**src/rtl/div_pkg.sv**
```systemverilog
// Shared constants and state encoding for the restoring divider.
package div_pkg;
   localparam int DIV_WIDTH = 4;

   typedef enum logic [1:0] {
      IDLE = 2'b00,
      RUN  = 2'b01,
      DONE = 2'b10
   } state_t;
endpackage

```
**src/rtl/sub_ripple.sv**
```systemverilog
// Combinational ripple-borrow subtractor: Diff = A - B - Bin, Bout = final borrow.
module sub_ripple #(
   parameter int WIDTH = 5
) (
   input  logic [WIDTH-1:0] A,
   input  logic [WIDTH-1:0] B,
   input  logic             Bin,
   output logic [WIDTH-1:0] Diff,
   output logic             Bout
);
   logic [WIDTH:0] bw;

   assign bw[0] = Bin;

   for (genvar i = 0; i < WIDTH; i++) begin : g_fs
      assign Diff[i]  = A[i] ^ B[i] ^ bw[i];
      assign bw[i+1]  = (~A[i] & B[i]) | (~(A[i] ^ B[i]) & bw[i]);
   end

   assign Bout = bw[WIDTH];
endmodule

```
**src/rtl/div4_restoring.sv**
```systemverilog
// Multi-cycle restoring unsigned divider: one quotient bit per RUN cycle,
// registered results and a one-cycle Done pulse.
module div4_restoring
   import div_pkg::*;
#(
   parameter int WIDTH = DIV_WIDTH
) (
   input  logic             Clk,
   input  logic             Reset,
   input  logic             Start,
   input  logic [WIDTH-1:0] Dividend,
   input  logic [WIDTH-1:0] Divisor,
   output logic             Busy,
   output logic             Done,
   output logic [WIDTH-1:0] Quotient,
   output logic [WIDTH-1:0] Remainder,
   output logic             DivByZero
);
   localparam int CW = (WIDTH > 1) ? $clog2(WIDTH) : 1;

   state_t         state;
   logic [CW-1:0]  cnt;
   logic [WIDTH:0] r;
   logic [WIDTH-1:0] q;
   logic [WIDTH-1:0] dvs;

   logic [WIDTH:0]   p;
   logic [WIDTH:0]   diff;
   logic             bout;
   logic [WIDTH:0]   r_nxt;
   logic [WIDTH-1:0] q_nxt;

   // Shift the next dividend bit into the partial remainder
   assign p = (r << 1) | {{WIDTH{1'b0}}, q[WIDTH-1]};

   sub_ripple #(.WIDTH(WIDTH + 1)) u_sub (
      .A    (p),
      .B    ({1'b0, dvs}),
      .Bin  (1'b0),
      .Diff (diff),
      .Bout (bout)
   );

   assign r_nxt = bout ? p : diff;
   assign q_nxt = {q[WIDTH-2:0], ~bout};

   always_ff @(posedge Clk or posedge Reset) begin
      if (Reset) begin
         state     <= IDLE;
         Busy      <= 1'b0;
         Done      <= 1'b0;
         DivByZero <= 1'b0;
         Quotient  <= '0;
         Remainder <= '0;
         cnt       <= '0;
         r         <= '0;
         q         <= '0;
         dvs       <= '0;
      end else begin
         Done <= 1'b0;
         case (state)
            IDLE: begin
               if (Start) begin
                  q   <= Dividend;
                  dvs <= Divisor;
                  r   <= '0;
                  cnt <= CW'(WIDTH - 1);
                  if (Divisor == '0) begin
                     state     <= DONE;
                     Quotient  <= '1;
                     Remainder <= Dividend;
                     DivByZero <= 1'b1;
                  end else begin
                     state <= RUN;
                     Busy  <= 1'b1;
                  end
               end
            end
            RUN: begin
               q   <= q_nxt;
               r   <= r_nxt;
               cnt <= cnt - CW'(1);
               if (cnt == '0) begin
                  state     <= DONE;
                  Busy      <= 1'b0;
                  Done      <= 1'b1;
                  Quotient  <= q_nxt;
                  Remainder <= r_nxt[WIDTH-1:0];
                  DivByZero <= 1'b0;
               end
            end
            // Normal entry arrives with Done already set; divide-by-zero enters
            // with Done low and spends one extra cycle here to raise it.
            DONE: begin
               if (Done) state <= IDLE;
               else      Done  <= 1'b1;
            end
            default: state <= IDLE;
         endcase
      end
   end
endmodule

```
**config.mk**
```make
export PLATFORM = sky130hd
export DESIGN_NAME = div4_restoring
export DESIGN_NICKNAME = d
export VERILOG_FILES = /design/src/rtl/div_pkg.sv /design/src/rtl/sub_ripple.sv /design/src/rtl/div4_restoring.sv
export SDC_FILE = /design/constraint.sdc
export NUM_CORES = 1
export LEC_CHECK = 0
export ABC_AREA = 1
export CORE_ASPECT_RATIO = 0.5
export CORE_MARGIN = 3
export CORE_UTILIZATION = 50
export DETAILED_ROUTE_END_ITERATION = 10
export GPL_TIMING_DRIVEN = 1
export PLACE_DENSITY = 0.75
export REMOVE_ABC_BUFFERS = 1
export SYNTH_ARGS = -nofsm -noshare
export SYNTH_HDL_FRONTEND = slang
export SYNTH_SLANG_ARGS = --single-unit
```
**constraint.sdc**
```tcl
create_clock -name Clk -period 4.6 [get_ports Clk]
set_clock_uncertainty 0.1 [all_clocks]
set_input_delay 0.92 -clock Clk [delete_from_list [all_inputs] [get_ports Clk]]
set_output_delay 0.92 -clock Clk [all_outputs]
set_load 0.03 [all_outputs]
```
Word level (Yosys, flattened, before mapping)
Cells that the tools add are included.

operators by class
  add/sub/neg operators = 1
  reduce and logical (&&, ||, !) cells = 9
  muxes and demuxes = 30
  equal/unequal tests = 7
  bitwise operators = 28

operators by type and width
  operator             count
  $mux 4               9
  $pmux 4 s2           4
  $mux 2               5
  $ne 2x2->1 const B   5
  $not 1->1            9
  $and 1x1->1          8
  $reduce_and 4->1     2
  $mux 1               7
  $xor 1x1->1          7
  $pmux 1 s2           3
  $pmux 2 s3           1
  $or 5x1->5           1
  $logic_not 2->1      2
  $logic_not 4->1      1
  $pmux 2 s2           1
  $reduce_and 2->1     2
  $or 1x1->1           3
  $reduce_and 3->1     1
  $eq 2x1->1 const B   1
  $eq 2x2->1 const B   1
  $reduce_bool 2->1    1
  $sub 2x1->2 const B  1

word-level totals
  register bits = 27
  output and inout port bits = 11
  bits of input ports = 11

Longest topological paths before layout
Gate-level depths: netlist of the first run.

  depth after elaboration = 13
  depth in mapped cells = 11

By module
A second synthesis of the first run with hierarchy kept.

unflattened totals
  cell total of the unflattened synthesis = 185
  area total of the unflattened synthesis = 1524.0 um^2

by module, submodules not included
  module          area an instance (um^2)  cells each  instances
  div4_restoring  1378.8                   168         1
  sub_ripple      145.1                    17          1

Worst setup path after synthesis of the first run
Ideal clock, no wire load.

  path kind = reg2reg
  from = register dvs[0]
  to = register Remainder[0]
  clock period less this slack = 2.321 ns
  arrival = 2.156 ns
  data required time = 4.435 ns
  setup slack = 2.279 ns
  cell stages (with the launch flop) = 10
  cell sequence = dfrtp_1 > ha_1 > fa_1 > fa_1 > fa_1 > nand2_1 > nand3b_1 > nand3_1 > nand2_1 > nand2_1

on the way
  cells in the longest elaborated chain, start to end = 11

RTL lines
  item                       RTL line              source
  start, declared            div4_restoring.sv:25  logic [WIDTH-1:0] dvs;
  start signal, assigned     div4_restoring.sv:65  dvs <= Divisor;
  $and 1x1->1 (2 in series)  sub_ripple.sv:17      assign bw[i+1] = (~A[i] & B[i]) | (~(A[i] ^ B[i]) & bw[i]);
  $or 1x1->1                 sub_ripple.sv:17
  $and 1x1->1                sub_ripple.sv:17
  $or 1x1->1                 sub_ripple.sv:17
  $and 1x1->1                sub_ripple.sv:17
  $or 1x1->1                 sub_ripple.sv:17
  $and 1x1->1                sub_ripple.sv:17
  $mux 4 (*)                 div4_restoring.sv:44  assign r_nxt = bout ? p : diff;
  $mux 4 (*)                 div4_restoring.sv:83  if (cnt == '0) begin
  $pmux 4 s2 (*)             div4_restoring.sv:61  case (state)
  end signal, assigned       div4_restoring.sv:71  Remainder <= Dividend;
  end signal, assigned       div4_restoring.sv:88  Remainder <= r_nxt[WIDTH-1:0];
  end, declared              div4_restoring.sv:16  output logic [WIDTH-1:0] Remainder,

Mark *: on every way between the ends. The rest lies on a longest branch, timed or not. The select of a mux whose other input is x is not followed.
A chain may end at the register's enable or synchronous reset.

Worst setup path after layout of the first run
  from = register q[3]
  to = register Remainder[0]

on the way
  cells in the longest elaborated chain, start to end = 13

RTL lines
  item                       RTL line              source
  start, declared            div4_restoring.sv:24  logic [WIDTH-1:0] q;
  start signal, assigned     div4_restoring.sv:64  q <= Dividend;
  start signal, assigned     div4_restoring.sv:80  q <= q_nxt;
  $or 5x1->5 (*)             div4_restoring.sv:34  assign p = (r << 1) | {{WIDTH{1'b0}}, q[WIDTH-1]};
  $not 1->1                  sub_ripple.sv:17
  $and 1x1->1 (2 in series)  sub_ripple.sv:17
  $or 1x1->1                 sub_ripple.sv:17
  $and 1x1->1                sub_ripple.sv:17
  $or 1x1->1                 sub_ripple.sv:17
  $and 1x1->1                sub_ripple.sv:17
  $or 1x1->1                 sub_ripple.sv:17
  $and 1x1->1                sub_ripple.sv:17
  $mux 4 (*)                 div4_restoring.sv:44
  $mux 4 (*)                 div4_restoring.sv:83
  $pmux 4 s2 (*)             div4_restoring.sv:61

Marked as above.

==> results.md, run 1 <==
- Ant diodes: 0
- Die ar.: 0.00367 mm2
- Leak Pwr: 0.000814 uW
- RePlAce Congestion: 0.859
- Worst-path cell chain: inv_1 -> ha_1 -> fa_1 -> fa_1 -> fa_1 -> nand2_1 -> nand3b_1 -> nand3_1 -> nand2_1 -> nand2_1
- Hpwl dp: 2.03 mm
- Required time at the worst-slack endpoint: 4.71 ns
- Min Clock Period, post-route: 2.57 ns
- Gate Count Post-Synth: 162
- Post-CTS Hold Fix Bufs: 0
- Final-report hold violation count: 0
- Initial core utilization: 54.4%
- EDFF count, synth: 0
- Later-pin clock latency in the skew report: 0.27 ns
- Htree depth: 1
- Area contributors post-synth: dfrtp_1 46%, nand2_1 10%, inv_1 4.3%, ha_1 4.3%, fa_1 4.1%
- CORE AREA: 0.00270 mm2
- Critical Path AT: 2.68 ns
- Async SR Flop Fraction: 100%
- WL/cell: 12.2 um
- Post-CTS Setup Inserts: 0
- Power Dens Cells: 785 mW/mm2
- Number of detailed-route iterations in the first pass: 4
- Routed wire length: 2.67 mm
- ANT nets after route: 0
- CP Launch Type: register
- Synth unique cells: 23
- Die H: 44.3 um
- Area grow syn2layout: 17.5%
- Post-synthesis register bit count: 27
- Vias: 1106
- DR vias/cell: 5.05
- Total power: 1360 uW
- # IOs: 22
- Clock transition at path regs: 0.09 ns
- Clk sinks: 27
- Top post-synthesis cells by count: 39 x nand2_1, 27 x dfrtp_1, 17 x inv_1
- Max-slew violations: 0
- Total of max-cap violations: 0
- Hold depth: 2
- RSZ-0062 raised after global routing: false
- Max Clk Rate: 389 MHz
- Most common cell in the netlist: nand2_1
- Critical path capture point type: register
- Maximum clock path buffer count: 2
- Slew margin rel.: 32.9%
- First-pass GRT wire length: 4.53 mm
- Clock buffer count from CTS: 3
- Max VDD drop: 304 uV
- Vias in the first global route: 1006
- Share of cells above drive strength 1: 11.0%
- Die Wd: 82.7 um
- Setup Slack @ Placement: 2.07 ns
- Fin nets: 202
- Mapped Area: 0.00147 mm2
- Largest stage delay on the critical path: 0.47 ns
- Syn_area_per_cell: 9.08 um2
- Rows: 13
- WS Path Type: register to register
- Yosys top cell by area: dfrtp_1
- Yosys warns: 0
- Worst slew pin tran: 1.01 ns
- Endpoints failing setup: 0
- Ys flop type: dfrtp_1
- Worst Path Max Fanout: 6
- Gr usage total: 16.4%
- Period utilization: 55.8%
- Setup tns final: 0 ns
- Initial drt markers: 81
- Drc violations: 0
- Status: completed
- Root buffer cell: clkbuf_8
- Setup ws final: 2.03 ns
- Largest net degree at the start of global routing: 28
- Register area share after synthesis: 46.0%
- PortBufs: 21
- Hold/Removal Path Class: register to register
- R2R cell count: 10
- Initial antenna violation count: 0
- Total gr overflow: 0
- CTS tree: built
- Post-CTS Resized: 0
- Critical path's slowest cell: fa_1
- Top cell type's share of synthesized area: 46.0%
cell type report:
type                    count  area (um2)
flip-flops and latches     27         676
repair buffers             21         210
clock buffers               4        45.0
inverters                  19        78.8
well taps                  37        46.3
fillers                   236         972
multi-input cells         111         672
sequential cells by signal (all words and copies together), names as in the netlist:
signal	cells
state	2
Quotient	4
Done	1
q	4
Remainder	4
DivByZero	1
dvs	4
cnt	2
Busy	1
r	4
worst max-delay path, delay by kind of cell (launching register included):
| family | cells | cell delay, ns |
|---|---|---|
| adder cells (fa/ha/maj) | 4 | 1.43 |
| buffers and inverters | 1 | 0.06 |
| flip-flops | 1 | 0.37 |
| AND/OR/NAND/NOR | 5 | 0.54 |
through the flow:
stage | cells | hold slack [ns] | utilization [%] | area [um2]
floorplan | 157 | 0.378 | - | 1430
global placement | 215 | 0.356 | 62.3 | 1680
detailed placement | 215 | 0.361 | 62.3 | 1680
CTS | 219 | 0.384 | 64.0 | 1730
global route | 219 | 0.395 | 64.0 | 1730
finish | 219 | 0.375 | 64.0 | 1730
report_power, final:
group	switching [uW]	total [uW]	leakage [uW]	internal (uW)
combinational	491	800	0.000468	309
sequential	67.0	425	0.000324	358
clock	69.4	131	0.0000228	62.0
worst paths after layout:
kind	end	startpoint	slack, ns
min reg2reg	Quotient[2]$_DFFE_PP0P_	Quotient[2]$_DFFE_PP0P_	0.37
max in group asynchronous	Quotient[3]$_DFFE_PP0P_	Reset	2.70
min in group asynchronous	r[0]$_DFFE_PP0P_	Reset	1.09
min	Quotient[2]$_DFFE_PP0P_	Quotient[2]$_DFFE_PP0P_	0.37
max	Remainder[0]$_DFFE_PP0P_	q[3]$_DFFE_PP0P_	2.03
max reg2reg	Remainder[0]$_DFFE_PP0P_	q[3]$_DFFE_PP0P_	2.03
layer usage:
| metal | track usage, % | vias up | part of all wire [%] | routed length (um) |
|---|---|---|---|---|
| met5 | 0 | - | 0 | 0 |
| met4 | 2.28 | 0 | 1.1 | 29 |
| met3 | 4.88 | 4 | 5.1 | 137 |
| met2 | 24.5 | 30 | 42 | 1130 |
| met1 | 24.2 | 508 | 51 | 1370 |
| li1 | - | 564 | - | - |
cells in the final DEF (no fill, tap or decap):
cell type and instances:
nand2_1 39, dfrtp_1 27, clkdlybuf4s50_1 21, inv_1 17, nand3_1 12, nor2_1 10
nand2_2 7, o21ai_0 6, a31oi_1 6, nand3b_1 5, ha_1 5, nand4_1 4
mux2_2 4, o21ai_1 4, fa_1 3, clkbuf_8 3, nand2_4 2, inv_2 1
inv_8 1, nand2_8 1, a21oi_1 1, nor2_4 1, a21boi_0 1, clkbuf_1 1
cell families after synthesis:
| family | count (synthesis) | share of synthesized area, % |
|---|---|---|
| compound gates | 18 | 6.81 |
| buf+inv | 24 | 8.34 |
| flops | 27 | 46.0 |
| simple gates | 81 | 27.5 |
| mux | 4 | 3.06 |
| fa+ha+maj | 8 | 8.34 |
Note: power is estimated with default switching activity, not from simulation.
==> inputs of run 2 (changes only) <==
CORE_UTILIZATION = 48   (was 50)
clock period = 2.3 ns   (was 4.6 ns; I/O delays follow)
==> run 2 against run 1 <==
- clock power grew 100%
- sequential power is 100% higher
- flip-flop and latch count is the same
- the run now ends with setup timing left
- power grew 110%
- first-iteration DRC count grew 30%
- sequential share of layout area fell by 1.2 points
- combinational power increased by 110%
- die area increased by 3.7%
==> results.md, run 2 (same netlist as run 1, synthesis figures left out) <==
- Hold WS: 0.375 ns (about the same)
- Total of max-cap violations: 0 (unchanged)
- Max-slew violations: 0 (unchanged)
- PortBufs: 21 (unchanged)
- Setup ws final: -0.0160 ns (was 2.03 ns)
- Die H: 45.1 um (was 44.3 um)
- Max Clk Rate: 432 MHz (was 389 MHz)
- Combinational Power Share: 60.1% (was 59.0%)
- Violated checks: setup timing
- Final-report hold violation count: 0 (unchanged)
- Largest net degree at the start of global routing: 28 (unchanged)
- WL/cell: 12.6 um (was 12.2 um)
- Leak Pwr: 0.000839 uW (was 0.000814 uW)
- Later-pin clock latency in the skew report: 0.27 ns (about the same)
- Hold/Removal Path Class: register to register (unchanged)
- Initial core utilization: 53.5% (was 54.4%)
- Worst slew pin tran: 0.341 ns (was 1.01 ns)
- Routed wire length: 2.82 mm (was 2.67 mm)
- Cell Count, Final, Fillers Out: 224 (was 219)
- Number of detailed-route iterations in the first pass: 4 (unchanged)
- Post-CTS Hold Fix Bufs: 0 (unchanged)
- Hpwl dp: 2.16 mm (was 2.03 mm)
- CORE AREA: 0.00275 mm2 (was 0.00270 mm2)
- Total power: 2820 uW (was 1360 uW)
- RSZ-0062 raised after global routing: true (was false)
- # IOs: 22 (unchanged)
- Dpl cells: 219 (was 215)
- DR vias/cell: 5.20 (was 5.05)
- Htree depth: 1 (unchanged)
- Min Clock Period, post-route: 2.32 ns (was 2.57 ns)
- CP Launch Type: register (unchanged)
- Slew margin rel.: 77.3% (was 32.9%)
- P_int: 1520 uW (was 729 uW)
- First-pass GRT wire length: 5.07 mm (was 4.53 mm)
- Commonest non-fill, non-tap cell in the layout: nand2_1 (unchanged)
- Power Dens Cells: 1580 mW/mm2 (was 785 mW/mm2)
- Fin nets: 207 (was 202)
- Root buffer cell: clkbuf_8 (unchanged)
- Ant diodes: 0 (unchanged)
- Setup Slack @ Placement: -0.218 ns (was 2.07 ns)
- Die ar.: 0.00380 mm2 (was 0.00367 mm2)
- Initial antenna violation count: 0 (unchanged)
- Clock buffer count from CTS: 3 (unchanged)
- Die Wd: 84.3 um (was 82.7 um)
- Initial drt markers: 105 (was 81)
- Net Sw Power: 1300 uW (was 627 uW)
- ANT nets after route: 0 (unchanged)
- Net switching fraction of the power: 46.1% (was 46.3%)
- Critical Path AT: 2.38 ns (was 2.68 ns)
- Area grow syn2layout: 21.3% (was 17.5%)
- Commonest non-fill, non-tap cells in the layout: 38 x nand2_1, 27 x dfrtp_1, 21 x clkdlybuf4s50_1 (was 39 x nand2_1, 27 x dfrtp_1, 21 x clkdlybuf4s50_1)
- Share of cells above drive strength 1: 16.6% (was 11.0%)
- Rows: 13 (unchanged)
- Endpoints failing setup: 1 (was 0)
- Final Util: 64.9% (was 64.0%)
- Clk sinks: 27 (unchanged)
- Worst Path Max Fanout: 2 (was 6)
- Vias in the first global route: 1159 (was 1006)
- Maximum clock path buffer count: 2 (unchanged)
- Gr usage total: 17.0% (was 16.4%)
- Period utilization: 101% (was 55.8%)
- Status: complete, but fails checks (was completed)
- RePlAce Congestion: 0.818 (was 0.859)
- Fill count: 225 (was 236)
- WS Path Type: register to register (unchanged)
- Required time at the worst-slack endpoint: 2.37 ns (was 4.71 ns)
- Vias: 1164 (was 1106)
- Drc violations: 0 (unchanged)
- Seq pwr share: 30.5% (was 31.3%)
- Max VDD drop: 775 uV (was 304 uV)
- Clock transition at path regs: 0.09 ns (about the same)
- Total gr overflow: 0 (unchanged)
- Clk pwr share: 9.3% (was 9.7%)
- Critical path capture point type: register (unchanged)
- CTS tree: built (unchanged)
run 2: path summary, 6_finish.rpt:
check / from / end / slack, ns / depth (start not counted)
setup / recovery: q[3]$_DFFE_PP0P_ / Remainder[3]$_DFFE_PP0P_ / -0.02 / 9
hold / removal: Busy$_DFFE_PP0P_ / Busy$_DFFE_PP0P_ / 0.38 / 2
setup reg to reg: q[3]$_DFFE_PP0P_ / Remainder[3]$_DFFE_PP0P_ / -0.02 / 9
hold reg to reg: Busy$_DFFE_PP0P_ / Busy$_DFFE_PP0P_ / 0.38 / 2
max in group asynchronous: Reset / q[2]$_DFFE_PP0P_ / 1.40 / 3
min in group asynchronous: Reset / Quotient[1]$_DFFE_PP0P_ / 0.44 / 3
run 2: what timing repair did:
item | CTS | global route
pin swaps | 0 | 3
endpoints found under the hold margin | 0 | 0
setup buffers | 1 | 0
setup endpoints to repair | 10 | 9
gates resized for setup | 6 | 1
run 2: layer usage:
| layer | routed length (um) | part of all wire (%) | global-route usage [%] | vias up |
|---|---|---|---|---|
| met5 | 0 | 0 | 0 | - |
| met4 | 20 | 0.71 | 4.81 | 0 |
| met3 | 184 | 6.5 | 4.74 | 4 |
| met2 | 1270 | 45 | 28.8 | 42 |
| met1 | 1340 | 48 | 21.9 | 538 |
| li1 | - | - | - | 580 |
run 2: layout make-up:
class                   instances  area, um2  share of cell area, %
repair buffers                 26        248                   13.9
inverters                      19       78.8                   4.42
clock buffers                   4       45.0                   2.53
multi-input cells             111        689                   38.7
well taps                      37       46.3                   2.60
flip-flops and latches         27        676                   37.9
run 2: worst max-delay path, cell delays in order, from the launching register on:
cell      delay, ns
dfrtp_1        0.37
inv_2          0.05
ha_2           0.17
fa_2           0.34
fa_2           0.36
fa_2           0.52
nand3b_1       0.12
nand3_1        0.07
nand2_1        0.07
nand2_1        0.05
run 2: per-stage QoR:
| step | setup TNS (ns) | cell area [um2] |
|---|---|---|
| floorplan | -0.171 | 1430 |
| global placement | -0.862 | 1710 |
| detailed placement | -1.62 | 1710 |
| CTS | -0.00382 | 1780 |
| global route | -0.388 | 1780 |
| finish | -0.0160 | 1780 |
run 2: power by group through the flow:
stage | logic, uW | registers [uW] | clock network [uW]
detailed placement | 1640 | 868 | 0
CTS | 1680 | 864 | 273
floorplan | 993 | 1020 | 0
finish | 1700 | 862 | 263
global route | 1900 | 896 | 292
global placement | 1610 | 855 | 0
==> inputs of run 3 (changes only) <==
CELL_PAD_IN_SITES_DETAIL_PLACEMENT = 1   (was unset)
CELL_PAD_IN_SITES_GLOBAL_PLACEMENT = 1   (was unset)
CORE_UTILIZATION = 36   (was 48)
CTS_CLUSTER_SIZE = 25   (was unset)
PLACE_DENSITY = 0.74   (was 0.75)
==> run 3 against run 2 <==
- the run still ends with setup timing left
- core utilization decreased by 15 points
- critical path type unchanged
- worst hold slack improved by 0.0033 ns
- register-to-register slack got worse by 0.02 ns
- combinational power increased by 5%
- sequential power about the same
- highest routed layer unchanged
- sequential share of layout area decreased by 0.83 points
- critical endpoint unchanged
- wire length increased by 20%
- non-clock buffer count increased by 3
==> results.md, run 3 (same netlist as run 1, synthesis figures left out) <==
- Multi-input gate area: 689 um2 (unchanged)
- Commonest non-fill, non-tap cell in the layout: nand2_1 (unchanged)
- Slew margin rel.: 75.9% (was 77.3%)
- ANT nets after route: 0 (unchanged)
- R2r startpoint: dvs[0]$_DFFE_PP0P_ (was q[3]$_DFFE_PP0P_)
- Largest net degree at the start of global routing: 28 (unchanged)
- Routed wire length: 3.38 mm (was 2.82 mm)
- Max Clk Rate: 428 MHz (was 432 MHz)
- Die H: 51.2 um (was 45.1 um)
- Total power: 2930 uW (was 2820 uW)
- Max-slew violations: 0 (unchanged)
- Initial drt markers: 17 (was 105)
- Final-report hold violation count: 0 (unchanged)
- Required time at the worst-slack endpoint: 2.38 ns (was 2.37 ns)
- Root buffer cell: clkbuf_8 (unchanged)
- Initial core utilization: 40.2% (was 53.5%)
- CP delay by family, top: adder cells (unchanged)
- Hold Crit Start: Quotient[3]$_DFFE_PP0P_ (was Busy$_DFFE_PP0P_)
- PortBufs: 21 (unchanged)
- CP Launch Type: register (unchanged)
- Critical Path AT: 2.41 ns (was 2.38 ns)
- RSZ-0062 raised after global routing: true (unchanged)
- Number of detailed-route iterations in the first pass: 4 (unchanged)
- Ant diodes: 0 (unchanged)
- Clock transition at path regs: 0.09 ns (about the same)
- Fin nets: 210 (was 207)
- Clock buffer count from CTS: 3 (unchanged)
- Clk sinks: 27 (unchanged)
- Worst Path Max Fanout: 2 (unchanged)
- Vias: 1140 (was 1164)
- Hold WS: 0.379 ns (was 0.375 ns)
- Violated checks: setup timing (unchanged)
- Drc violations: 0 (unchanged)
- WS Path Type: register to register (unchanged)
- Later-pin clock latency in the skew report: 0.27 ns (about the same)
- CP Launch Point: dvs[0]$_DFFE_PP0P_ (was q[3]$_DFFE_PP0P_)
- WP buf/inv: 0 (was 1)
- Register area: 676 um2 (unchanged)
- Setup ws final: -0.0364 ns (was -0.0160 ns)
- Maximum clock path buffer count: 2 (unchanged)
- Endpoints failing setup: 3 (was 1)
- Commonest non-fill, non-tap cells in the layout: 38 x nand2_1, 27 x dfrtp_1, 21 x clkdlybuf4s50_1 (unchanged)
- CTS tree: built (unchanged)
- Initial antenna violation count: 0 (unchanged)
- DR vias/cell: 4.73 (was 5.20)
- Min Clock Period, post-route: 2.34 ns (was 2.32 ns)
- Hold/Removal Path Class: register to register (unchanged)
- Fill count: 438 (was 225)
- Die Wd: 96.4 um (was 84.3 um)
- Die ar.: 0.00493 mm2 (was 0.00380 mm2)
- Area grow syn2layout: 24.0% (was 21.3%)
- Critical path capture point type: register (unchanged)
- Share of cells above drive strength 1: 17.9% (was 16.6%)
- Design Area, Final: 0.00182 mm2 (was 0.00178 mm2)
- Period utilization: 102% (was 101%)
- Total of max-cap violations: 0 (unchanged)
- CORE AREA: 0.00366 mm2 (was 0.00275 mm2)
- Htree depth: 1 (unchanged)
- Rows: 15 (was 13)
- Most frequent CP cell: fa_2 (unchanged)
- Critical path's slowest cell: fa_2 (unchanged)
- Leak Pwr: 0.000853 uW (was 0.000839 uW)
- Status: complete, but fails checks (unchanged)
- Post-CTS Hold Fix Bufs: 0 (unchanged)
- Largest stage delay on the critical path: 0.53 ns (was 0.52 ns)
- Total gr overflow: 0 (unchanged)
- Hpwl dp: 2.55 mm (was 2.16 mm)
- WL/cell: 14.0 um (was 12.6 um)
- # IOs: 22 (unchanged)
- Worst-path cell chain: ha_2 -> fa_2 -> fa_2 -> fa_2 -> nand3b_1 -> nand3_1 -> nand2_1 -> nand2_1 (was inv_2 -> ha_2 -> fa_2 -> fa_2 -> fa_2 -> nand3b_1 -> nand3_1 -> nand2_1 -> nand2_1)
- Power Dens Cells: 1610 mW/mm2 (was 1580 mW/mm2)
- First-pass GRT wire length: 5.93 mm (was 5.07 mm)
- Area post-placement: 0.00175 mm2 (was 0.00171 mm2)
- Gr usage total: 15.6% (was 17.0%)
- Max VDD drop: 502 uV (was 775 uV)
- Worst slew pin tran: 0.361 ns (was 0.341 ns)
- Vias in the first global route: 1204 (was 1159)
- RePlAce Congestion: 0.814 (was 0.818)
run 3: timing repair:
item / in CTS / in global routing
setup endpoints to repair: 10 / 8
cloned: 0 / 0
gates resized for setup: 6 / 1
pin swaps: 1 / 7
buffers inserted: 1 / 1
run 3: per-layer routing:
layer	vias up	GRT usage, %	part of all wire, %
met5	-	0	0
met4	0	2.33	0.41
met3	2	3.68	4.2
met2	25	24.6	44
met1	534	22.4	51
li1	579	-	-
run 3: worst reg2reg max path, cell delays in order (launching register included):
cell and delay, ns:
dfrtp_1 0.39, ha_2 0.19, fa_2 0.35, fa_2 0.36
fa_2 0.53, nand3b_1 0.12, nand3_1 0.08, nand2_1 0.07
nand2_1 0.05
run 3: worst paths after layout:
kind | to | slack (ns) | depth (start not counted)
min reg2reg | Quotient[3]$_DFFE_PP0P_ | 0.38 | 2
max reg2reg | Remainder[3]$_DFFE_PP0P_ | -0.04 | 8
min in group asynchronous | Busy$_DFFE_PP0P_ | 0.44 | 3
max in group asynchronous | Remainder[2]$_DFFE_PP0P_ | 1.39 | 3
min | Quotient[3]$_DFFE_PP0P_ | 0.38 | 2
max | Remainder[3]$_DFFE_PP0P_ | -0.04 | 8
run 3: cell type report:
type	instances	share of cell area, %
tap	51	3.50
multi-input combinational	111	37.8
clock buffer	4	2.47
timing repair buffer	29	14.8
sequential	27	37.1
inverter	19	4.32
run 3: where the power goes:
group	internal, uW	switching, uW	total (uW)
logic	721	1070	1790
clock network	124	154	278
registers	716	145	861
run 3: per-stage QoR:
stage                     std cells  setup TNS (ns)  utilization (%)  worst slack [ns]
after floorplan                 157          -0.171                -           -0.0355
after global placement          235           -1.14             47.7            -0.169
after detailed placement        235           -2.21             47.7            -0.272
final                           241         -0.0518             49.8           -0.0364
after CTS                       240         -0.0363             49.6           -0.0363
after global routing            241          -0.693             49.8            -0.131
